===== src/rtl/ndarray_unpack_buffer_if.sv =====
// Serial-element in / assembled-frame out bundle for the ND-array unpack buffer.
// Producer drives I_* and O_ready; the buffer drives I_ready, O, O_valid and fill_count.
interface ndarray_unpack_buffer_if #(
  parameter int ROWS = 4
);
  localparam int CW = $clog2(ROWS * 4 + 1);

  logic [2:0]    I_data;
  logic          I_valid;
  logic          I_ready;
  logic          I_abort;
  logic [2:0]    O [ROWS-1:0][3:0];
  logic          O_valid;
  logic          O_ready;
  logic [CW-1:0] fill_count;

  modport master (
    output I_data, I_valid, I_abort, O_ready,
    input  I_ready, O, O_valid, fill_count
  );

  modport slave (
    input  I_data, I_valid, I_abort, O_ready,
    output I_ready, O, O_valid, fill_count
  );
endinterface


===== src/rtl/ndarray_unpack_buffer.sv =====
// Scatters a row-major serial stream into a ROWS x 4 frame; O_valid rises the cycle after the last accept.
// While the frame waits for O_ready the input is stalled (I_ready low) and O holds.
module ndarray_unpack_buffer #(
  parameter int ROWS = 4
) (
  input  logic                  CLK,
  input  logic                  ASYNCRESET,
  ndarray_unpack_buffer_if.slave bus
);
  localparam int COLS = 4;
  localparam int W    = 3;
  localparam int N    = ROWS * COLS;
  localparam int CW   = $clog2(N + 1);
  localparam int RW   = (ROWS > 1) ? $clog2(ROWS) : 1;

  typedef enum logic {FILL, FULL} state_t;

  state_t        state, state_nxt;
  logic [RW-1:0] row;
  logic [1:0]    col;
  logic [CW-1:0] cnt;
  logic          accept;
  logic          last;
  logic          consume;
  logic          clear;
  logic [W-1:0]  elem;

  always_ff @(posedge CLK or posedge ASYNCRESET) begin
    if (ASYNCRESET) state <= FILL;
    else            state <= state_nxt;
  end

  // Abort outranks a coincident valid element, so the element is dropped.
  always_comb begin
    accept    = 1'b0;
    last      = 1'b0;
    consume   = 1'b0;
    clear     = 1'b0;
    state_nxt = state;
    case (state)
      FILL: begin
        accept = bus.I_valid && !bus.I_abort;
        last   = accept && (row == RW'(ROWS - 1)) && (col == 2'd3);
        clear  = bus.I_abort;
        if (last) state_nxt = FULL;
      end
      FULL: begin
        consume = bus.O_ready;
        clear   = bus.O_ready;
        if (consume) state_nxt = FILL;
      end
      default: state_nxt = FILL;
    endcase
  end

  assign bus.I_ready    = (state == FILL);
  assign bus.O_valid    = (state == FULL);
  assign bus.fill_count = cnt;

  always_ff @(posedge CLK or posedge ASYNCRESET) begin
    if (ASYNCRESET) begin
      row <= '0;
      col <= '0;
      cnt <= '0;
    end else if (clear) begin
      row <= '0;
      col <= '0;
      cnt <= '0;
    end else if (accept) begin
      cnt <= cnt + CW'(1);
      col <= col + 2'd1;
      if (col == 2'd3) row <= last ? '0 : row + RW'(1);
    end
  end

  // Stored value swaps bits 1 and 2; column p(c) = -c mod 4 is its own inverse.
  assign elem = {bus.I_data[1], bus.I_data[2], bus.I_data[0]};

  always_ff @(posedge CLK or posedge ASYNCRESET) begin
    if (ASYNCRESET) begin
      for (int r = 0; r < ROWS; r++) begin
        for (int c = 0; c < COLS; c++) begin
          bus.O[r][c] <= '0;
        end
      end
    end else if (accept) begin
      bus.O[row][2'd0 - col] <= elem;
    end
  end
endmodule


===== src/flat_wrapper.sv =====
// flat-port wrapper written by rule: the top's interface ports become plain ports
module ndarray_unpack_buffer_flat 
#(
  parameter int ROWS = 4
)
  (CLK, ASYNCRESET, bus_I_data, bus_I_valid, bus_I_abort, bus_O_ready, bus_I_ready, bus_O, bus_O_valid, bus_fill_count);
  ndarray_unpack_buffer_if #(.ROWS(ROWS)) bus_i ();
  input  logic CLK;
  input  logic ASYNCRESET;
  input wire logic [$bits(bus_i.I_data)-1:0] bus_I_data;
  input wire logic [$bits(bus_i.I_valid)-1:0] bus_I_valid;
  input wire logic [$bits(bus_i.I_abort)-1:0] bus_I_abort;
  input wire logic [$bits(bus_i.O_ready)-1:0] bus_O_ready;
  output wire logic [$bits(bus_i.I_ready)-1:0] bus_I_ready;
  output wire logic [$bits(bus_i.O)-1:0] bus_O;
  output wire logic [$bits(bus_i.O_valid)-1:0] bus_O_valid;
  output wire logic [$bits(bus_i.fill_count)-1:0] bus_fill_count;
  assign bus_i.I_data = bus_I_data;
  assign bus_i.I_valid = bus_I_valid;
  assign bus_i.I_abort = bus_I_abort;
  assign bus_i.O_ready = bus_O_ready;
  assign bus_I_ready = bus_i.I_ready;
  assign bus_O = {>>{bus_i.O}};
  assign bus_O_valid = bus_i.O_valid;
  assign bus_fill_count = bus_i.fill_count;
  ndarray_unpack_buffer #(.ROWS(ROWS)) u_core (.CLK(CLK), .ASYNCRESET(ASYNCRESET), .bus(bus_i));
endmodule

===== config.mk =====
export PLATFORM = sky130hd
export DESIGN_NAME = ndarray_unpack_buffer_flat
export DESIGN_NICKNAME = d
export VERILOG_FILES = /design/src/rtl/ndarray_unpack_buffer_if.sv /design/src/rtl/ndarray_unpack_buffer.sv /design/src/flat_wrapper.sv
export SDC_FILE = /design/constraint.sdc
export NUM_CORES = 1
export LEC_CHECK = 0
export ABC_AREA = 1
export CAP_MARGIN = 10
export CORE_ASPECT_RATIO = 0.9
export CORE_MARGIN = 2
export CORE_UTILIZATION = 44
export DETAILED_ROUTE_END_ITERATION = 16
export HOLD_SLACK_MARGIN = 0.12
export PLACE_DENSITY = 0.76
export SETUP_SLACK_MARGIN = 0.4
export SLEW_MARGIN = 10
export SYNTH_ARGS = -nofsm -noshare
export SYNTH_HDL_FRONTEND = slang
export SYNTH_SLANG_ARGS = --single-unit

===== constraint.sdc =====
create_clock -name CLK -period 1.65 [get_ports CLK]
set_clock_uncertainty 0.05 [all_clocks]
set_input_delay 0.33 -clock CLK [delete_from_list [all_inputs] [get_ports CLK]]
set_output_delay 0.33 -clock CLK [all_outputs]
set_load 0.005 [all_outputs]

==> results of run 1 <==
[how the worst min path moves through the flow]
| stage | slack [ns] | endpoint | depth (start not counted) |
|---|---|---|---|
| floorplan | 0.37 | u_core.bus.O[0] | 1 |
| global placement | 0.41 | u_core.bus.O[20] | 2 |
| global route | 0.30 | u_core.col[0] | 2 |
| detailed placement | 0.41 | u_core.bus.O[25] | 2 |
| finish | 0.29 | u_core.row[1] | 2 |
| CTS | 0.29 | u_core.bus.O[22] | 2 |
[repair_timing]
action,4_1_cts,5_1_grt
hold buffers,0,0
setup endpoints to repair,113,107
cloned,0,1
hold endpoints to repair,0,0
gates resized for setup,222,49
setup buffers,29,28
pin swaps,1,13
[routing by layer]
metal / vias to the layer above / routed length [um] / part of all wire / GRT usage
met2: 85 / 3740 / 0.50 / 0.365
met4: 0 / 72 / 0.0097 / 0.0746
met5: - / 0 / 0 / 0
li1: 1252 / - / - / -
met3: 6 / 464 / 0.062 / 0.0753
met1: 1268 / 3180 / 0.43 / 0.277
[critical path: cells and delay by family, from the launching register on]
family	cells	cell delay, ns
buf+inv	3	0.38
flops	1	0.42
simple gates	5	0.56
[layout make-up]
type	instances	share of cell area
flip-flops and latches	58	0.361
multi-input cells	217	0.282
repair buffers	146	0.265
clock buffers	15	0.0463
well taps	70	0.0217
inverters	17	0.0168
clock inverters	1	0.00745
[cells in the final DEF (no fill, tap or decap), drive strengths merged, types with 6 or more instances in the layout]
cell type	n
nand2	136
clkbuf	17
nand3	49
clkdlybuf4s50	6
o21ai	6
inv	16
buf	136
dfrtp	58
ha	9
nor2	11
[cell families (layout without fill, tap and decap cells)]
kind of cell | count (synthesis) | count (layout) | share of synthesized area
AO/OA/AOI/OAI | 8 | 8 | 0.0167
XOR/XNOR | 1 | 1 | 0.00335
adder cells (fa/ha/maj) | 9 | 9 | 0.0430
buffers and inverters | 31 | 179 | 0.0564
flip-flops | 58 | 58 | 0.554
AND/OR/NAND/NOR | 199 | 199 | 0.326
[registers in the layout, indices dropped and copies added (netlist names)]
register and cells:
u_core.bus.O_valid 1, u_core.bus.O 48, u_core.bus.fill_count 5, u_core.row 2, u_core.col 2
[metrics by stage]
step / cell area, um^2 / power, W / setup WS, ns / setup TNS [ns]
2_1_floorplan: 2630 / 0.00188 / 0.403 / 0
3_3_place_gp: 3490 / 0.00224 / -0.0333 / -0.946
3_5_place_dp: 3490 / 0.00226 / -0.130 / -2.35
4_1_cts: 3700 / 0.00364 / 0.233 / 0
5_1_grt: 4030 / 0.00391 / 0.0856 / 0
6_report: 4030 / 0.00373 / 0.167 / 0
[power by group through the flow]
stage,clock network [W],registers [W],logic (W)
2_1_floorplan,0,0.00167,0.000216
3_3_place_gp,0,0.00167,0.000572
3_5_place_dp,0,0.00168,0.000587
4_1_cts,0.00141,0.00162,0.000606
5_1_grt,0.00150,0.00164,0.000774
6_report,0.00139,0.00163,0.000708
==> results.py, run 1 <==
metrics = {
    "drt": {
        "postRouteAntennaNets": 0,
        "firstDrtPassIters": 4,
        "wl_per_cell_um": 14.2,
        "drc": 0,
        "vias": 2611,
        "finalWirelength_um": 7460,
        "via_per_inst": 4.98,
        "drt_iter0_drc": 199,
    },
    "power_and_ir_drop": {
        "p_sw_w": 0.000943,
        "p_clk_frac": 0.373,
        "p_per_area_nw_per_um2": 925,
        "seqPwrFrac": 0.437,
        "max-vdd-ir-drop_v": 0.000725,
        "internal_power_w": 0.00278,
        "leakagePower_nw": 2.32,
        "combPwrFrac": 0.190,
        "swShare": 0.253,
    },
    "global_route": {
        "grt_pass1_vias": 2447,
        "overflow": 0,
        "grt_max_degree": 21,
        "grt_usage": 0.223,
        "grt_pass1_wl_um": 11400,
        "antenna_found_initial": 0,
    },
    "timing": {
        "holdWs_ns": 0.293,
        "finalCritPeriodShare": 0.899,
        "slew_violations": 0,
        "setup_violations": 0,
        "hold_viol_final": 0,
        "grt_setup_unrepaired": "true",
        "fmax_mhz": 674,
        "post-route-min-period_ns": 1.48,
        "worst_pin_slew_ns": 0.400,
        "slew_headroom": 0.732,
    },
    "cts": {
        "clk_latency_ns": 0.33,
        "clock-sinks": 58,
        "cts_max_path_buffers": 2,
        "clk_pin_slew_ns": 0.06,
        "clockRootBuffer": "clkbuf_8",
        "numCtsBuffers": 9,
        "cts_tree": "built",
        "h-tree-depth": 3,
    },
    "logic_synthesis": {
        "synth_top_area_share": 0.554,
        "ys_warn_count": 0,
        "syn_avg_cell_area_um2": 8.55,
        "synth-seq-area-share": 0.554,
        "synth_top_cells_by_count": "nand2_1, dfrtp_1, nand3_1",
        "syn_inst": 306,
        "synthDistinctLibCells": 16,
        "synth_top_area_cell": "dfrtp_1",
        "syn_area_um2": 2620,
        "syn-num-nets": 323,
        "synthArstFlopShare": 1.00,
        "ys_ff_latch": 58,
        "netlist_top_cells_area": "dfrtp_1, nand2_1, nand3_1",
        "synth_top_flop_cell": "dfrtp_1",
        "synth_edf_count": 0,
        "yosys.cell_count.top_type": "nand2_1",
    },
    "setup_path": {
        "crit_type": "reg2reg",
        "r2r_end": "u_core.bus.O[47]",
        "worstPathCellList": "buf_6, nor2_4, nand2_4, nor2_4, buf_6, buf_4, nand3_1, nand2_1",
        "critPathCaptureType": "register",
        "critPathMaxFanout": 5,
        "critical_path_arrival_ns": 1.71,
        "r2r-start": "u_core.bus.O_valid",
        "reg2reg_setup_slack_ns": 0.17,
        "max_stage_delay_ns": 0.42,
        "crit_path_start": "u_core.bus.O_valid",
        "reg2regPathDepth": 8,
        "critPathCapture": "u_core.bus.O[47]",
        "slowest_stage": "dfrtp_2",
        "start_kind": "register",
        "critPathRequiredTime_ns": 1.87,
    },
    "layout": {
        "finalNonFillerCells": 524,
        "diodes": 0,
        "utilization": 0.704,
        "drive_gt1_frac": 0.412,
        "ff_latch_area_um2": 1450,
        "multi_input_area_um2": 1140,
        "fin_nets": 466,
        "nFillCells": 415,
        "area_growth_pct": 53.9,
    },
    "run_status": {
        "outcome": "completed",
    },
    "run": {
        "maxCapViolCount": 0,
    },
    "floorplan": {
        "boundaryPins": 63,
        "row_count": 26,
        "die_y_um": 77.2,
        "die_area_um2": 6580,
        "start_util": 0.457,
        "fp.dieW_um": 85.3,
        "core-area_um2": 5730,
    },
    "hold_path": {
        "hold_class": "in2async",
    },
    "placed_design": {
        "placed_cells": 450,
        "portBuffers": 62,
        "dpl.hpwl_um": 4500,
        "place_congestion": 0.743,
    },
}
No activity file was read; power rests on OpenSTA's default activity.
==> inputs of run 2 (changes only) <==
--- a/config.mk
+++ b/config.mk
@@ -9,10 +9,10 @@
 export CAP_MARGIN = 10
 export CORE_ASPECT_RATIO = 0.9
 export CORE_MARGIN = 2
-export CORE_UTILIZATION = 44
+export CORE_UTILIZATION = 49
 export DETAILED_ROUTE_END_ITERATION = 16
 export HOLD_SLACK_MARGIN = 0.12
-export PLACE_DENSITY = 0.76
+export PLACE_DENSITY = 0.8
 export SETUP_SLACK_MARGIN = 0.4
 export SLEW_MARGIN = 10
 export SYNTH_ARGS = -nofsm -noshare
==> constraint.sdc (replaced) <==
create_clock -name CLK -period 1.5 [get_ports CLK]
set_clock_uncertainty 0.05 [all_clocks]
set_input_delay 0.3 -clock CLK [delete_from_list [all_inputs] [get_ports CLK]]
set_output_delay 0.3 -clock CLK [all_outputs]
set_load 0.005 [all_outputs]
==> run 2 against run 1 <==
Against the previous run:
- combinational power up 28%
- largest cell class unchanged
- flip-flop and latch count unchanged
- first-iteration DRC count up 65%
- clock-buffer cell count down 4
- clock power up 4%
- non-clock buffer count up 6
- sequential power up 9.8%
- setup slack worse by 0.14 ns
==> results.py, run 2 (synthesized netlist as in run 1, its figures left out) <==
metrics = {
    "power_and_ir_drop": {
        "leakagePower_nw": 2.37,
        "p_per_area_nw_per_um2": 983,
        "totalPowerFinal_w": 0.00415,
        "max-vdd-ir-drop_v": 0.000940,
    },
    "drt": {
        "drt_iter0_drc": 328,
        "finalWirelength_um": 9160,
        "via_per_inst": 5.56,
        "wl_per_cell_um": 17.5,
        "firstDrtPassIters": 5,
        "drc": 0,
        "vias": 2920,
        "postRouteAntennaNets": 0,
    },
    "setup_path": {
        "start_kind": "register",
        "crit_type": "reg2reg",
        "worstPathCellList": "buf_6, nor2_4, nand2_4, nor2_4, buf_12, nand2_1, nand2_1, nand2_1",
        "critPathCaptureType": "register",
        "slowest_stage": "dfrtp_2",
        "critical_path.top_delay_family": "simple AND/OR/NAND/NOR gates",
        "critPathMaxFanout": 10,
        "critPathRequiredTime_ns": 1.67,
        "crit_buf_inv": 2,
        "critical_path_arrival_ns": 1.65,
        "max_stage_delay_ns": 0.41,
        "crit_top_cell": "nand2_1",
    },
    "cts": {
        "cts_tree": "built",
        "cts_max_path_buffers": 2,
        "cts_hold_buf": 0,
        "h-tree-depth": 3,
        "clk_pin_slew_ns": 0.07,
        "clockRootBuffer": "clkbuf_8",
        "numCtsBuffers": 9,
        "clk_latency_ns": 0.34,
        "clock-sinks": 58,
    },
    "layout": {
        "utilization": 0.813,
        "drive_gt1_frac": 0.480,
        "final_common_cell": "nand2_1",
        "design_area_um2": 4220,
        "area_growth_pct": 61.3,
        "largest_reg_flops": 48,
        "largest_register": "u_core.bus.O",
        "fin_nets": 472,
        "diodes": 0,
        "multi_input_area_um2": 1240,
        "nFillCells": 295,
        "layout_common_cells": "nand2_1, buf_4, dfrtp_1",
        "ff_latch_area_um2": 1450,
    },
    "global_route": {
        "gr-usage-met2": 0.485,
        "grt_max_degree": 59,
        "antenna_found_initial": 0,
        "grt_pass1_wl_um": 12200,
        "busiest_layer": "met2",
        "grt_pass1_vias": 2568,
        "met1_usage": 0.325,
        "overflow": 0,
        "grt_use_met3": 0.0713,
        "grt_usage": 0.275,
    },
    "timing": {
        "holdWs_ns": 0.346,
        "post-route-min-period_ns": 1.48,
        "worst_pin_slew_ns": 0.309,
        "slew_headroom": 0.794,
        "grt_setup_unrepaired": "true",
        "fin_ws_ns": 0.0243,
        "finalCritPeriodShare": 0.984,
        "setup_violations": 0,
        "slew_violations": 0,
        "hold_viol_final": 0,
        "fmax_mhz": 678,
    },
    "placed_design": {
        "dpl.hpwl_um": 4390,
        "portBuffers": 62,
        "placed_area_um2": 3560,
        "dp_worst_setup_slack_ns": -0.284,
        "place_congestion": 0.846,
    },
    "floorplan": {
        "die_y_um": 73.3,
        "die_area_um2": 5940,
        "row_count": 25,
        "boundaryPins": 63,
        "core-area_um2": 5190,
        "start_util": 0.504,
        "fp.dieW_um": 81.0,
    },
    "hold_path": {
        "hold_class": "in2async",
    },
    "run": {
        "maxCapViolCount": 0,
    },
    "run_status": {
        "outcome": "completed",
    },
}
-- run 2: layer usage --
layer	part of all wire	routed length [um]
met5	0	0
met4	0.036	329
met3	0.073	670
met2	0.52	4790
met1	0.37	3370
-- run 2: area by class of cell --
class | instances | area share
sequential | 58 | 0.344
multi-input combinational | 217 | 0.294
timing repair buffer | 152 | 0.279
clock buffer | 11 | 0.0359
tap | 67 | 0.0199
inverter | 17 | 0.0166
clock inverter | 3 | 0.00948
-- run 2: timing repair --
item	in CTS	in global routing
pin swaps	14	10
buffers inserted	38	28
resized for setup	258	35
endpoints found under the setup margin	113	113
-- run 2: worst register-to-register path: cells and delay by family, from the launching register on --
family | cells | cell delay (ns)
buffers and inverters | 2 | 0.27
and+or+nand+nor | 6 | 0.64
DFF | 1 | 0.41
-- run 2: per-stage QoR --
stage	cells	setup TNS, ns
after floorplan	306	0
after global placement	445	-7.44
after detailed placement	445	-9.00
after CTS	497	0
after global routing	525	-0.0256
final	525	0
-- run 2: path summary, 6_finish.rpt --
check | slack [ns] | start | to | cells after the start
setup / recovery | 0.02 | u_core.bus.O_valid | u_core.bus.O[34] | 8
max in group asynchronous | 0.77 | ASYNCRESET | u_core.bus.O_valid | 3
setup reg to reg | 0.02 | u_core.bus.O_valid | u_core.bus.O[34] | 8
min in group CLK | 0.42 | u_core.bus.O[45] | u_core.bus.O[45] | 2
hold / removal | 0.35 | ASYNCRESET | u_core.bus.O[43] | 3
hold reg to reg | 0.42 | u_core.bus.O[45] | u_core.bus.O[45] | 2
-- run 2: power by group --
part / internal (W) / switching [W] / leakage (nW)
clock network: 0.000834 / 0.000620 / 0.101
logic: 0.000459 / 0.000446 / 1.49
registers: 0.00171 / 0.0000861 / 0.784
total: 0.00300 / 0.00115 / 2.37
==> inputs of run 3 (changes only) <==
--- a/config.mk
+++ b/config.mk
@@ -14,7 +14,6 @@
 export HOLD_SLACK_MARGIN = 0.12
 export PLACE_DENSITY = 0.8
 export SETUP_SLACK_MARGIN = 0.4
-export SLEW_MARGIN = 10
 export SYNTH_ARGS = -nofsm -noshare
 export SYNTH_HDL_FRONTEND = slang
 export SYNTH_SLANG_ARGS = --single-unit
==> results of run 3 <==
No change in the layout: final DEF, timing and power equal those of run 2.
